## config.mk

```make
export PLATFORM = sky130hd
export DESIGN_NAME = ucsbece154b_branch_resolve
export DESIGN_NICKNAME = d
export VERILOG_FILES = /design/src/rtl/ucsbece154b_branch_resolve_pkg.sv /design/src/rtl/ucsbece154b_bp_meta_reg.sv /design/src/rtl/ucsbece154b_branch_resolve.sv
export SDC_FILE = /design/constraint.sdc
export NUM_CORES = 1
export LEC_CHECK = 0
export CELL_PAD_IN_SITES_DETAIL_PLACEMENT = 1
export CELL_PAD_IN_SITES_GLOBAL_PLACEMENT = 1
export CORE_MARGIN = 2
export CORE_UTILIZATION = 37
export DETAILED_ROUTE_END_ITERATION = 7
export GPL_TIMING_DRIVEN = 0
export PLACE_DENSITY = 0.95
export SYNTH_ARGS = -nofsm -noshare
export SYNTH_HDL_FRONTEND = slang
export SYNTH_SLANG_ARGS = --single-unit
```

## constraint.sdc

```tcl
create_clock -name clk -period 3.6 [get_ports clk]
set_input_delay 0.9 -clock clk [delete_from_list [all_inputs] [get_ports clk]]
set_output_delay 0.9 -clock clk [all_outputs]
set_load 0.01 [all_outputs]
```

## src/rtl/ucsbece154b_branch_resolve_pkg.sv

```systemverilog
// Shared opcode constants and prediction-metadata record sizing for the
// branch resolver and its metadata pipe registers.
package ucsbece154b_branch_resolve_pkg;

    localparam logic [6:0] instr_branch_op = 7'b1100011;
    localparam logic [6:0] instr_jal_op    = 7'b1101111;
    localparam logic [6:0] instr_jalr_op   = 7'b1100111;

    // Record layout, MSB first: {valid, pc, predTaken, predTarget, phtAddr}
    localparam int META_FIXED_W = 1 + 32 + 1 + 32;

    function automatic int meta_width(input int ghr_bits);
        return META_FIXED_W + ghr_bits;
    endfunction

endpackage

```

## src/rtl/ucsbece154b_bp_meta_reg.sv

```systemverilog
// One prediction-metadata pipe register with stall/flush; flush has priority
// over stall, and a flushed record is cleared entirely.
module ucsbece154b_bp_meta_reg
    import ucsbece154b_branch_resolve_pkg::*;
#(
    parameter int W = meta_width(5)
) (
    input  logic         clk,
    input  logic         reset_i,
    input  logic         stall_i,
    input  logic         flush_i,
    input  logic [W-1:0] rec_i,
    output logic [W-1:0] rec_o
);

    logic [W-1:0] rec_q, rec_d;

    always_comb begin
        rec_d = rec_q;
        if (flush_i)
            rec_d = '0;
        else if (!stall_i)
            rec_d = rec_i;
    end

    always_ff @(posedge clk) begin
        if (reset_i)
            rec_q <= '0;
        else
            rec_q <= rec_d;
    end

    assign rec_o = rec_q;

endmodule

```

## src/rtl/ucsbece154b_branch_resolve.sv

```systemverilog
// Execute-stage branch resolver: carries fetch-time prediction metadata to E and
// generates BTB/PHT/GHR updates plus mispredict redirect. Optional BP_RESOLVE_STATS_EN.
module ucsbece154b_branch_resolve
    import ucsbece154b_branch_resolve_pkg::*;
#(
    parameter int NUM_BTB_ENTRIES = 32,
    parameter int NUM_GHR_BITS    = 5
) (
    input  logic                               clk,
    input  logic                               reset_i,
    input  logic                               StallD_i,
    input  logic                               FlushD_i,
    input  logic                               FlushE_i,
    input  logic [31:0]                        PCF_i,
    input  logic                               BranchTakenF_i,
    input  logic [31:0]                        BTBtargetF_i,
    input  logic [NUM_GHR_BITS-1:0]            PHTreadaddressF_i,
    input  logic [6:0]                         opE_i,
    input  logic                               ActualTakenE_i,
    input  logic [31:0]                        ActualTargetE_i,
    output logic                               BTB_we_o,
    output logic [$clog2(NUM_BTB_ENTRIES)-1:0] BTBwriteaddress_o,
    output logic [31:0]                        BTBwritedata_o,
    output logic [31:0]                        UpdatePC_o,
    output logic                               PHTwe_o,
    output logic                               PHTincrement_o,
    output logic [NUM_GHR_BITS-1:0]            PHTwriteaddress_o,
    output logic                               GHRreset_o,
`ifdef BP_RESOLVE_STATS_EN
    output logic [31:0]                        BranchCount_o,
    output logic [31:0]                        MispredictCount_o,
`endif
    output logic                               Mispredict_o,
    output logic [31:0]                        RedirectPC_o
);

    localparam int IDX = $clog2(NUM_BTB_ENTRIES);
    localparam int MW  = meta_width(NUM_GHR_BITS);

    logic [MW-1:0] recF, recD, recE;

    assign recF = {1'b1, PCF_i, BranchTakenF_i, BTBtargetF_i, PHTreadaddressF_i};

    ucsbece154b_bp_meta_reg #(.W(MW)) u_meta_d (
        .clk(clk), .reset_i(reset_i), .stall_i(StallD_i), .flush_i(FlushD_i),
        .rec_i(recF), .rec_o(recD)
    );

    // A mispredict squashes whatever follows it into E on the next edge.
    ucsbece154b_bp_meta_reg #(.W(MW)) u_meta_e (
        .clk(clk), .reset_i(reset_i), .stall_i(1'b0), .flush_i(FlushE_i | Mispredict_o),
        .rec_i(recD), .rec_o(recE)
    );

    logic                    e_valid, e_pt;
    logic [31:0]             e_pc, e_tgt;
    logic [NUM_GHR_BITS-1:0] e_pht;
    logic                    ev, is_br, is_j, taken, tgt_bad;

    assign e_valid = recE[MW-1];
    assign e_pc    = recE[MW-2 -: 32];
    assign e_pt    = recE[MW-34];
    assign e_tgt   = recE[MW-35 -: 32];
    assign e_pht   = recE[NUM_GHR_BITS-1:0];

    // Gating with reset keeps the reset cycle itself free of updates.
    assign ev      = e_valid & ~reset_i;
    assign is_br   = (opE_i == instr_branch_op);
    assign is_j    = (opE_i == instr_jal_op) | (opE_i == instr_jalr_op);
    assign taken   = is_j | (is_br & ActualTakenE_i);
    assign tgt_bad = (e_tgt != ActualTargetE_i);

    always_comb begin
        Mispredict_o      = 1'b0;
        RedirectPC_o      = '0;
        BTB_we_o          = 1'b0;
        BTBwriteaddress_o = '0;
        BTBwritedata_o    = '0;
        UpdatePC_o        = '0;
        PHTwe_o           = 1'b0;
        PHTincrement_o    = 1'b0;
        PHTwriteaddress_o = '0;
        GHRreset_o        = 1'b0;
        if (ev) begin
            Mispredict_o      = (e_pt != taken) | (taken & tgt_bad);
            RedirectPC_o      = taken ? ActualTargetE_i : e_pc + 32'd4;
            BTB_we_o          = (is_br | is_j) & taken & (~e_pt | tgt_bad);
            BTBwriteaddress_o = e_pc[IDX+1:2];
            BTBwritedata_o    = ActualTargetE_i;
            UpdatePC_o        = e_pc;
            PHTwe_o           = is_br;
            PHTincrement_o    = ActualTakenE_i;
            PHTwriteaddress_o = e_pht;
            GHRreset_o        = Mispredict_o & is_br;
        end
    end

`ifdef BP_RESOLVE_STATS_EN
    logic [31:0] br_cnt_q, br_cnt_d, mis_cnt_q, mis_cnt_d;

    always_comb begin
        br_cnt_d  = br_cnt_q;
        mis_cnt_d = mis_cnt_q;
        if (ev & (is_br | is_j) & (br_cnt_q != 32'hFFFF_FFFF))
            br_cnt_d = br_cnt_q + 32'd1;
        if (Mispredict_o & (mis_cnt_q != 32'hFFFF_FFFF))
            mis_cnt_d = mis_cnt_q + 32'd1;
    end

    always_ff @(posedge clk) begin
        if (reset_i) begin
            br_cnt_q  <= '0;
            mis_cnt_q <= '0;
        end else begin
            br_cnt_q  <= br_cnt_d;
            mis_cnt_q <= mis_cnt_d;
        end
    end

    assign BranchCount_o     = br_cnt_q;
    assign MispredictCount_o = mis_cnt_q;
`endif

endmodule

```

# == Word level (Yosys, flattened, before mapping) ==
# Cells that the tools add are included.
# totals
out_inout_bits,111
mem_count,0
ramBits,0
romBits,0
word_cells,35
register_bits,142
latch_bits,0
inputBits,115
# classes
n_mux,11
div,0
n_mul,0
n_eq_ne,5
bitwise_logic,14
n_shift,0
n_reduce_logical,2
n_lt_le_gt_ge,0
n_addsub,1
# ops
op,n
2-to-1 mux 32 bit,4
"adder 32 x 3 -> 32 bit, second input constant",1
inequality test 32 bit,1
"== test 7 bit, second input constant",3
2-to-1 mux 5 bit,2
bitwise AND 1 bit,6
OR 1 bit,6
2-to-1 mux 1 bit,5
OR reduction 2 bit,2
inverter 1 bit,2
inequality test 1 bit,1

# == Depth between registers and ports, before layout ==
# depth
ltp_word,8
depth_mapped,7
mapped_depth_nobuf,5

# == Cells and area by module ==
# A second synthesis with hierarchy kept.
# hier_totals
hier_cells,755
hier_area_um2,7016.7
# modules_own_cells
mod,n_inst,cells_per_inst,seq_area_each_um2,area_each_um2
ucsbece154b_bp_meta_reg,2,230,1421.4,2581.2
ucsbece154b_branch_resolve,1,295,0.0,1854.3

# == Least setup slack after synthesis ==
# No wires, ideal clock.
# synth_timing
kind,input port to output port
startpoint,in opE_i[4]
endpoint,out GHRreset_o
arrival_time_ns,2.157
t_required_ns,2.700
path_slack_ns,0.543
path_stages,6
path_cell_list,and4b_1 -> o211ai_1 -> nor3b_1 -> buf_2 -> a21oi_1 -> a311oi_1
# synth_via
elab_chain_cells,7
elab_cells_between_ends,11
classes_between,eq/ne (4); mux (1); bitwise (6)
# synth_lines
item,line_no,source
from (decl),ucsbece154b_branch_resolve.sv:18,"input logic [6:0] opE_i,"
"== test 7 bit, on equally long branches","ucsbece154b_branch_resolve.sv:69, ucsbece154b_branch_resolve.sv:68",
OR 1 bit / bitwise AND 1 bit (equally long branches),"ucsbece154b_branch_resolve.sv:69, ucsbece154b_branch_resolve.sv:70",
OR 1 bit,ucsbece154b_branch_resolve.sv:70,assign taken = is_j | (is_br & ActualTakenE_i);
inequality test 1 bit / bitwise AND 1 bit (equally long branches),ucsbece154b_branch_resolve.sv:85,Mispredict_o = (e_pt != taken) | (taken & tgt_bad);
OR 1 bit,ucsbece154b_branch_resolve.sv:85,
bitwise AND 1 bit (*),ucsbece154b_branch_resolve.sv:94,GHRreset_o = Mispredict_o & is_br;
2-to-1 mux 1 bit (*),ucsbece154b_branch_resolve.sv:84,if (ev) begin
to (decl),ucsbece154b_branch_resolve.sv:28,"output logic GHRreset_o,"
# Mark *: on every way between the ends. The rest lies on a longest branch, timed or not.

# == Worst setup path in the final report ==
# layout_timing
startpoint,in ActualTargetE_i[13]
endpoint,out BTB_we_o
# layout_via
elab_chain_cells,4
# layout_lines
item,line_no,source
from (decl),ucsbece154b_branch_resolve.sv:20,"input logic [31:0] ActualTargetE_i,"
inequality test 32 bit,ucsbece154b_branch_resolve.sv:71,assign tgt_bad = (e_tgt != ActualTargetE_i);
OR 1 bit,ucsbece154b_branch_resolve.sv:87,BTB_we_o = (is_br | is_j) & taken & (~e_pt | tgt_bad);
bitwise AND 1 bit,ucsbece154b_branch_resolve.sv:87,
2-to-1 mux 1 bit,ucsbece154b_branch_resolve.sv:84,
to (decl),ucsbece154b_branch_resolve.sv:21,"output logic BTB_we_o,"
# No other way between the ends.

==> reports/results.tsv <==
metric	value	unit
status	finished with violations	
failing checks	negative setup slack	
clock latency on the worst-skew pair	440	ps
Post-Syn Nets	875	
Pwr per Cell Area	386	nW/um^2
CP Data Required Time	2700	ps
Fin. Hold Viols	0	
Nets	1138	
R2R Path End	u_meta_e.rec_o[21]	
Slew HR	0.424	
Synth-to-Final Area Change	47.7	%
largest net degree at the start of global routing	17	
VDD IR max	0.000318	V
Slew @ Worst Pin	864	ps
FF-to-FF Start	u_meta_e.rec_o[70]	
clock root buffer	clkbuf_16	
# IOs	226	
CP delay by family, top	simple AND/OR/NAND/NOR gates	
GRT Total Usage	0.284	
routed len/inst	22.7	um
Die Span Y	142	um
Tot Pwr	4.02	mW
Final period util	1.00	
DR iter-0 viols	306	
layout cell share with drive strength beyond 1	0.212	
crit end category	output port	
DRC	0	
CP Launch Type	primary input	
Lkg Pwr	4.01	nW
count of cell types in the netlist	36	
most frequent cells in the layout	148 x clkdlybuf4s50_1, 142 x dfxtp_1, 76 x nor2_1	
Yosys reg bits	142	
Worst path max stage delay	330	ps
routed wire length	28900	um
Synthesis Warnings	0	
clk slew on worst S/H paths	60	ps
Post-DP HPWL	21000	um
Final WS setup	-12.6	ps
Hold Path Stages	2	
Max Cap Violations	0	
Core ar.	18700	um^2
total CTS buffers	17	
syn avg cell area	9.29	um^2
cts hold-fix bufs	0	
worst reg-to-reg setup slack	1360	ps
via/cell ratio	5.26	
hold path start	u_meta_d.rec_o[29]	
Post-Synthesis Cells	759	
Hold EP	u_meta_e.rec_o[29]	
# setup viols final	1	
gpl congestion	0.935	
gr ovfl total	0	
Longest Clk Path Bufs	2	
Die ar.	20200	um^2
setup TNS	-12.6	ps
H-tree depth	4	
antenna violations before repair	3	
width of the die	142	um
via count	6683	
vias in the first global route	7320	
fmax	277	MHz
Tmin final	3610	ps
CTS tree	done	
Final Skew	9.75	ps
post-synthesis sequential area ratio	0.403	
port bufs	224	
Cell Rows	50	
crit path cell chain	dlygate4sd2_1 -> xnor2_1 -> nand4_1 -> nor4_4 -> nand3_4 -> buf_12 -> and2_1 -> dlygate4sd2_1	
CP Max Fanout	10	
Crit Path Class	in -> out	
first-pass GRT wire length	42400	um
most common cell after layout, fill and taps aside	clkdlybuf4s50_1	
Starting Density	0.377	
Antenna Nets Post-Route	0	
DR pass1 iterations	5	
Pins Over Slew Limit	0	
CTS sink cnt	142	
worst min path class	reg -> reg	
Arr. time, crit path	2710	ps
CP max-delay cell	dlygate4sd2_1	
CP dominant cell by count	dlygate4sd2_1	
Worst Path Buf+Inv	3	
Reg2Reg Depth	6	
Synth Cell Area	7050	um^2
-- cell families (layout without fill, tap and decap cells) --
| logic type | Yosys count | in the layout | synth area share |
|---|---|---|---|
| simple gates | 244 | 244 | 0.182 |
| flops | 142 | 142 | 0.403 |
| buf+inv | 130 | 406 | 0.0824 |
| compound gates | 112 | 112 | 0.156 |
| mux | 70 | 70 | 0.0994 |
| xor+xnor | 60 | 60 | 0.0745 |
| fa+ha+maj | 1 | 1 | 0.00177 |
| other cells | 0 | 2 | 0 |
-- where the power goes --
| part | total, mW | internal [mW] | switching [mW] |
|---|---|---|---|
| sequential | 1.63 | 1.61 | 0.0253 |
| clock | 2.02 | 1.29 | 0.731 |
| combinational | 0.363 | 0.179 | 0.184 |
-- how the worst max path moves through the flow --
| stage | start | end | slack, ps | depth (start not counted) |
|---|---|---|---|---|
| 4_1_cts | opE_i[3] | Mispredict_o | 2 | 10 |
| 6_report | ActualTargetE_i[13] | BTB_we_o | -10 | 8 |
| 5_1_grt | ActualTargetE_i[13] | BTB_we_o | -50 | 8 |
| 3_3_place_gp | reset_i | BTBwritedata_o[9] | -760 | 6 |
| 3_5_place_dp | reset_i | BTBwritedata_o[9] | -850 | 6 |
| 2_1_floorplan | opE_i[4] | GHRreset_o | 540 | 6 |
-- through the flow --
stage                     area [um^2]  worst slack, ps  cells   util  hold slack [ps]
after floorplan                  7050              543    759      -              409
after global placement           9580             -757   1217  0.512              426
after detailed placement         9580             -852   1217  0.512              434
after CTS                       10400             2.13   1263  0.555              441
after global routing            10400            -46.1   1269  0.557              458
final                           10400            -12.6   1271  0.557              443
-- sequential cells by signal, summed over array words and instances, names as in the netlist --
register and cells:
u_meta_d.rec_o 71, u_meta_e.rec_o 71
-- area by class of cell --
class | count | area, um^2
fill | 2118 | 8290
timing repair buffer | 244 | 2210
tap | 234 | 293
inverter | 71 | 267
clock buffer | 20 | 467
clock inverter | 12 | 206
sequential | 142 | 2840
buffer | 59 | 408
antenna | 2 | 5.00
multi-input combinational | 487 | 3710
-- worst min-delay path: stages (launching register included) --
cell and delay (ps):
dfxtp_1 310, inv_1 60, a211oi_2 40
-- synth_stat cells (all sizes together) --
cell | instances | area share
dfxtp | 142 | 0.40
nor2 | 77 | 0.041
and2 | 76 | 0.068
a211oi | 71 | 0.12
inv | 71 | 0.038
mux2i | 70 | 0.099
nand2 | 40 | 0.021
xnor2 | 39 | 0.048
buf | 36 | 0.032
o21ai | 29 | 0.021
clkbuf | 23 | 0.012
xor2 | 21 | 0.026
nand4 | 17 | 0.015
nand3 | 14 | 0.012
a21oi | 6 | 0.0043
and4 | 5 | 0.0062
nor3 | 4 | 0.0044
a22o | 3 | 0.0037
and3 | 3 | 0.0027
nor2b | 2 | 0.0018
nor3b | 2 | 0.0021
nor4 | 2 | 0.0060
a311oi | 1 | 0.0012
a31oi | 1 | 0.00089
and4b | 1 | 0.0014
ha | 1 | 0.0018
o211ai | 1 | 0.0011
or2 | 1 | 0.00089
-- what timing repair did --
item                                    in CTS  in global routing
pin swaps                                   16                 13
gates cloned                                 1                  0
gates resized for setup                    191                 48
endpoints found under the setup margin     110                 35
buffers inserted                            13                  6
-- per-layer routing --
layer,part of all wire,global-route usage,routed length [um],vias up
met1,0.37,0.299,10600,3236
met5,0.00045,0,13,-
li1,-,-,-,3052
met3,0.073,0.0818,2110,101
met4,0.051,0.164,1480,2
met2,0.51,0.504,14700,292
Note: power is estimated with default switching activity, not from simulation.
